[config.mk]
export PLATFORM = sky130hd
export DESIGN_NAME = ram_access_arbiter
export DESIGN_NICKNAME = d
export VERILOG_FILES = /design/src/rtl/ram_access_arbiter.sv
export SDC_FILE = /design/constraint.sdc
export NUM_CORES = 1
export LEC_CHECK = 0
export CORE_AREA = 2 2 61 75
export CTS_BUF_LIST = sky130_fd_sc_hd__clkbuf_16
export DETAILED_ROUTE_END_ITERATION = 8
export DIE_AREA = 0 0 63 77
export HOLD_SLACK_MARGIN = 0.15
export PLACE_DENSITY = 0.82
export SLEW_MARGIN = 5
export SYNTH_ARGS = -nofsm -noshare
export SYNTH_HDL_FRONTEND = slang
export SYNTH_SLANG_ARGS = --single-unit
[constraint.sdc]
create_clock -name clk -period 2.7 [get_ports clk]
set_clock_uncertainty 0.1 [all_clocks]
set_input_delay 0.54 -clock clk [delete_from_list [all_inputs] [get_ports clk]]
set_output_delay 0.54 -clock clk [all_outputs]
set_load 0.01 [all_outputs]
[src/rtl/ram_access_arbiter.sv]
// -----------------------------------------------------------------------------
// ram_access_arbiter
//
// Shares one single-port synchronous RAM between two requesters: the decoder
// (port 0) and the filter (port 1). Ownership is granted per port with a
// burst limit. Port 0 wins ties from idle. An owner gives up the RAM after
// MAX_BURST accesses when the other port is waiting, so neither port starves.
// The owner's access is forwarded combinationally to the RAM. Read data is
// returned through a tag pipeline, so each read completes to the port that
// issued it, even if ownership has changed since.
//
// Parameters
//   DATA_WIDTH     RAM word width
//   ADDRESS_WIDTH  RAM address width
//   MAX_BURST      accesses an owner may issue while the other port waits (>=1)
//   READ_LATENCY   RAM read latency in cycles (>=1)
//
// Ports
//   clk                  clock, rising edge
//   rst                  asynchronous reset, active low
//   req0/req1            access request, port 0 / port 1
//   we0/we1              1 = write, 0 = read
//   address0/address1    access address
//   wdata0/wdata1        write data
//   gnt0/gnt1            port owns the RAM (from state register)
//   rdata0/rdata1        read data (always ram_data_input), qualified by rvalid
//   rvalid0/rvalid1      one-cycle pulse per completed read
//   busy                 arbiter not idle
//   ram_CE/ram_WE        RAM chip enable / write enable
//   ram_address          RAM address
//   ram_data_output      write data to RAM
//   ram_data_input       read data from RAM
// -----------------------------------------------------------------------------
module ram_access_arbiter #(
  parameter int DATA_WIDTH    = 8,
  parameter int ADDRESS_WIDTH = 17,
  parameter int MAX_BURST     = 16,
  parameter int READ_LATENCY  = 1
) (
  input  logic                     clk,
  input  logic                     rst,
  input  logic                     req0,
  input  logic                     req1,
  input  logic                     we0,
  input  logic                     we1,
  input  logic [ADDRESS_WIDTH-1:0] address0,
  input  logic [ADDRESS_WIDTH-1:0] address1,
  input  logic [DATA_WIDTH-1:0]    wdata0,
  input  logic [DATA_WIDTH-1:0]    wdata1,
  output logic                     gnt0,
  output logic                     gnt1,
  output logic [DATA_WIDTH-1:0]    rdata0,
  output logic [DATA_WIDTH-1:0]    rdata1,
  output logic                     rvalid0,
  output logic                     rvalid1,
  output logic                     busy,
  output logic                     ram_CE,
  output logic                     ram_WE,
  output logic [ADDRESS_WIDTH-1:0] ram_address,
  output logic [DATA_WIDTH-1:0]    ram_data_output,
  input  logic [DATA_WIDTH-1:0]    ram_data_input
);

  localparam int CNT_W = $clog2(MAX_BURST) + 1;
  localparam logic [CNT_W-1:0] BURST_MAX = CNT_W'(MAX_BURST);

  typedef enum logic [1:0] {
    IDLE = 2'd0,
    OWN0 = 2'd1,
    OWN1 = 2'd2
  } state_t;

  state_t           r_state;
  state_t           w_state_next;
  logic [CNT_W-1:0] r_count;
  logic [CNT_W-1:0] w_count_next;
  logic [CNT_W-1:0] w_count_inc;

  logic w_acc0;
  logic w_acc1;
  logic w_read;

  logic [READ_LATENCY-1:0] r_pipe_valid;
  logic [READ_LATENCY-1:0] r_pipe_port;
  logic [READ_LATENCY-1:0] w_pipe_valid_in;
  logic [READ_LATENCY-1:0] w_pipe_port_in;

  // An access is accepted only when the owner requests.
  // Requests from the non-owner are never forwarded.
  assign w_acc0 = (r_state == OWN0) && req0;
  assign w_acc1 = (r_state == OWN1) && req1;
  assign w_read = (w_acc0 && !we0) || (w_acc1 && !we1);

  // Count after this cycle's access. The count saturates at MAX_BURST, so a
  // competing request that arrives late still forces a handover.
  assign w_count_inc = (r_count == BURST_MAX) ? BURST_MAX : r_count + CNT_W'(1);

  // ---------------------------------------------------------------------------
  // Ownership state machine
  // ---------------------------------------------------------------------------
  always_ff @(posedge clk or negedge rst) begin
    if (!rst) begin
      r_state <= IDLE;
      r_count <= '0;
    end else begin
      r_state <= w_state_next;
      r_count <= w_count_next;
    end
  end

  always_comb begin
    w_state_next = r_state;
    w_count_next = r_count;
    case (r_state)
      IDLE: begin
        if (req0) begin
          w_state_next = OWN0;
        end else if (req1) begin
          w_state_next = OWN1;
        end
      end
      OWN0: begin
        if (!req0) begin
          w_state_next = req1 ? OWN1 : IDLE;
        end else if ((w_count_inc == BURST_MAX) && req1) begin
          // The current access still completes; port 1 owns the RAM next cycle.
          w_state_next = OWN1;
        end else begin
          w_count_next = w_count_inc;
        end
      end
      OWN1: begin
        if (!req1) begin
          w_state_next = req0 ? OWN0 : IDLE;
        end else if ((w_count_inc == BURST_MAX) && req0) begin
          w_state_next = OWN0;
        end else begin
          w_count_next = w_count_inc;
        end
      end
      default: begin
        w_state_next = IDLE;
      end
    endcase
    // Each ownership starts with a fresh burst budget.
    if (w_state_next != r_state) begin
      w_count_next = '0;
    end
  end

  assign gnt0 = (r_state == OWN0);
  assign gnt1 = (r_state == OWN1);
  assign busy = (r_state != IDLE);

  // ---------------------------------------------------------------------------
  // RAM drive: forwarded combinationally from the owning port
  // ---------------------------------------------------------------------------
  always_comb begin
    ram_CE          = 1'b0;
    ram_WE          = 1'b0;
    ram_address     = '0;
    ram_data_output = '0;
    if (w_acc0) begin
      ram_CE          = 1'b1;
      ram_WE          = we0;
      ram_address     = address0;
      ram_data_output = wdata0;
    end else if (w_acc1) begin
      ram_CE          = 1'b1;
      ram_WE          = we1;
      ram_address     = address1;
      ram_data_output = wdata1;
    end
  end

  // ---------------------------------------------------------------------------
  // Read return pipeline: each stage holds {valid, port} for one read in
  // flight. A read issued in cycle N reaches the last stage in N+READ_LATENCY.
  // The RAM data arrives in that same cycle.
  // ---------------------------------------------------------------------------
  genvar gi;
  generate
    for (gi = 0; gi < READ_LATENCY; gi++) begin : g_pipe
      if (gi == 0) begin : g_head
        assign w_pipe_valid_in[gi] = w_read;
        assign w_pipe_port_in[gi]  = w_acc1;
      end else begin : g_body
        assign w_pipe_valid_in[gi] = r_pipe_valid[gi-1];
        assign w_pipe_port_in[gi]  = r_pipe_port[gi-1];
      end
    end
  endgenerate

  always_ff @(posedge clk or negedge rst) begin
    if (!rst) begin
      r_pipe_valid <= '0;
      r_pipe_port  <= '0;
    end else begin
      r_pipe_valid <= w_pipe_valid_in;
      r_pipe_port  <= w_pipe_port_in;
    end
  end

  assign rvalid0 = r_pipe_valid[READ_LATENCY-1] && !r_pipe_port[READ_LATENCY-1];
  assign rvalid1 = r_pipe_valid[READ_LATENCY-1] &&  r_pipe_port[READ_LATENCY-1];

  // Both ports see the RAM output directly; rvalid selects the consumer.
  assign rdata0 = ram_data_input;
  assign rdata1 = ram_data_input;

endmodule

==> metrics.cfg <==
[synth]
synth_mux_area_share_pct=0.804
yosys.area_share.adder_pct=6.03
synth-simple-area-share_pct=18.7
synth-xor-area-share_pct=0
syn-instance-count=156
syn_nets=226
ys.flop_type=dfrtp_1
synth-edff-count=0
synthesis.area_um2=1240
synthArstFlopShare_pct=100
ys_seq_area_share_pct=18.1
synth_top_family_by_area=compound AO/OA/AOI/OAI gates
yosys_warnings=0
synth_compound_area_share_pct=40.6
synth-seq-cells=9
syn_avg_cell_area_um2=7.98
ys_types=43

[route]
drt_drc_violations_left=0
wl_um=4210
routed-via-count=1550
firstDrtPassIters=4
via_per_inst=5.27
first_iter_violations=95
avgRoutedWirePerCell_um=14.3
antenna_left=0

[setup_path]
reg2reg_setup_slack_ns=0.23
cp_num_buf_inv=5
ff2ff_path_depth=8
timing.rr.start=r_count[0]
path_cells=clkdlybuf4s50_1 > inv_1 > nor2_4 > buf_4 > buf_6 > a22o_1 > dlygate4sd2_1
reg2reg_to=r_count[2]
critPathMaxFanout=12
crit_path_start=req0
cpPeakStageDelay_ns=0.47
crit_required_ns=2.06
endpoint_kind=output port
startpoint_type=input port
crit_slowest_cell=clkdlybuf4s50_1
worstSetupPathType=input port to output port
path_delay_family=buffers and inverters
worstPathArrival_ns=1.94

[cts]
cts.sinks=9
clockBufferDepth=2
root_buffer=clkbuf_16
numCtsBuffers=3
h-tree-depth=1
path_clk_slew_ns=0.04
cts_tree=built
clock_latency_ns=0.24

[placed_design]
io_buffers=87
hpwl_um=3370
dp_slack_ns=-0.197
gp_congestion=0.854

[layout]
fillCellCount=404
drive_gt1_share_pct=14.3
layout_commonest_cell=clkdlybuf4s50_1
num-nets-final=309
multi_input_area_um2=845
antenna_cells=0
seq_area_um2=225
areaGrowthSynthToFinish_pct=79.8
final_cell_mix=61 x clkdlybuf4s50_1, 26 x a22o_1, 24 x dlygate4sd2_1
utilization_pct=54.2

[sta]
rsz0062_at_grt=false
max_freq_mhz=387
slew_violations=0
min_period_ns=2.58
setup_violations=0
finalHoldViolCount=0
setup_slack_ns=0.119
tightest_slew_ns=0.451
max-slew-margin-rel_pct=69.8
finalCritPeriodShare_pct=95.6

[power]
power-per-cell-area_nw_per_um2=689
p_leak_nw=1.02
ir_drop_mv=0.236

[global_route]
grt_pass1_wl_um=7070
grt_pass1_vias=1550
antenna_found_initial=0
grt_usage_pct=17.7
grt_remaining_overflow=0
grt_max_degree=25

[worst_hold_path]
hold_class=input port to async pin

[die]
die_area_um2=4850
core_area_um2=4130
die_w_um=63
initial_core_util_pct=30.1
pin_count=112
dieHeight_um=77
num_rows=26

[run]
cap_violations=0

[status]
status=finished, final reports clean

==> stage by stage <==
step                total power [W]  hold WS [ns]  instance area, um^2  TNS [ns]  cells
detailed placement          0.00130         0.506                 2150     -4.18    288
global placement            0.00128         0.483                 2150     -4.26    288
global route                0.00166         0.547                 2240         0    294
CTS                         0.00154         0.520                 2230         0    294
floorplan                  0.000801         0.144                 1240         0    156
finish                      0.00154         0.503                 2240         0    294
==> power breakdown <==
group          internal, W  switching (W)  total, W
combinational     0.000560       0.000529   0.00109
clock             0.000193      0.0000645  0.000258
sequential        0.000165      0.0000292  0.000194
==> worst max-delay path by stage <==
stage	endpoint	slack (ns)	cells after the start
after floorplan	ram_address[10]	0.19	6
after global placement	ram_address[16]	-0.20	6
after detailed placement	ram_address[16]	-0.20	6
after CTS	ram_data_output[3]	0.002	7
after global routing	ram_data_output[1]	0.002	7
final	ram_address[16]	0.12	7
==> per-layer routing <==
layer	global-route usage, %	vias up	routed length, um
met1	18.5	717	1480
met4	5.56	0	68
li1	-	740	-
met3	5.28	8	444
met2	33.3	85	2210
met5	0	-	0
==> synth_stat cells (2+ instances only) <==
cell | count | share of area, %
a21oi_1 | 8 | 3.2
a22o_1 | 26 | 18
a31oi_1 | 2 | 1.0
and2_1 | 2 | 1.0
buf_4 | 16 | 9.6
clkbuf_1 | 6 | 1.8
dfrtp_1 | 9 | 18
ha_1 | 6 | 6.0
inv_1 | 9 | 2.7
nand2_1 | 8 | 2.4
nand2b_1 | 3 | 1.5
nand3_1 | 5 | 2.0
nor2_1 | 8 | 2.4
nor2b_1 | 2 | 1.0
nor3_1 | 2 | 0.80
o21ai_0 | 9 | 3.6
o22ai_1 | 2 | 1.0
o31ai_1 | 5 | 3.0
or2_2 | 2 | 1.0
or4_1 | 3 | 1.8
==> worst reg2reg max path, stage by stage, from the launching register on <==
cell and delay [ns]:
dfrtp_1 0.43, inv_1 0.07, ha_1 0.23, and4bb_4 0.22, a211oi_2 0.28, a211o_2 0.22, a32oi_1 0.13, a311o_1 0.43
a311oi_1 0.26
==> registers in the layout, summed over array words and instances, names as in the netlist <==
register	count
r_state	2
r_pipe_port	1
r_count	5
r_pipe_valid	1
==> layout make-up <==
cell class | instances | share of cell area [%]
timing repair buffer | 103 | 44.0
multi-input combinational | 113 | 37.7
sequential | 9 | 10.1
clock buffer | 3 | 3.35
tap | 56 | 3.13
inverter | 9 | 1.51
clock inverter | 1 | 0.168
==> repair_timing <==
item	in CTS	in global routing
hold buffers	0	0
resized for setup	29	5
gates cloned	1	0
endpoints found under the setup margin	26	7
pin swaps	2	0
setup buffers	1	0
==> logic make-up (layout without fill, tap and decap cells) <==
| group | after synthesis | count (layout) |
|---|---|---|
| flip-flops | 9 | 9 |
| AO/OA/AOI/OAI | 65 | 65 |
| multiplexers | 1 | 1 |
| adder cells (fa/ha/maj) | 6 | 6 |
| buffers and inverters | 34 | 116 |
| AND/OR/NAND/NOR | 41 | 41 |
(Power assumes the default switching activity.)
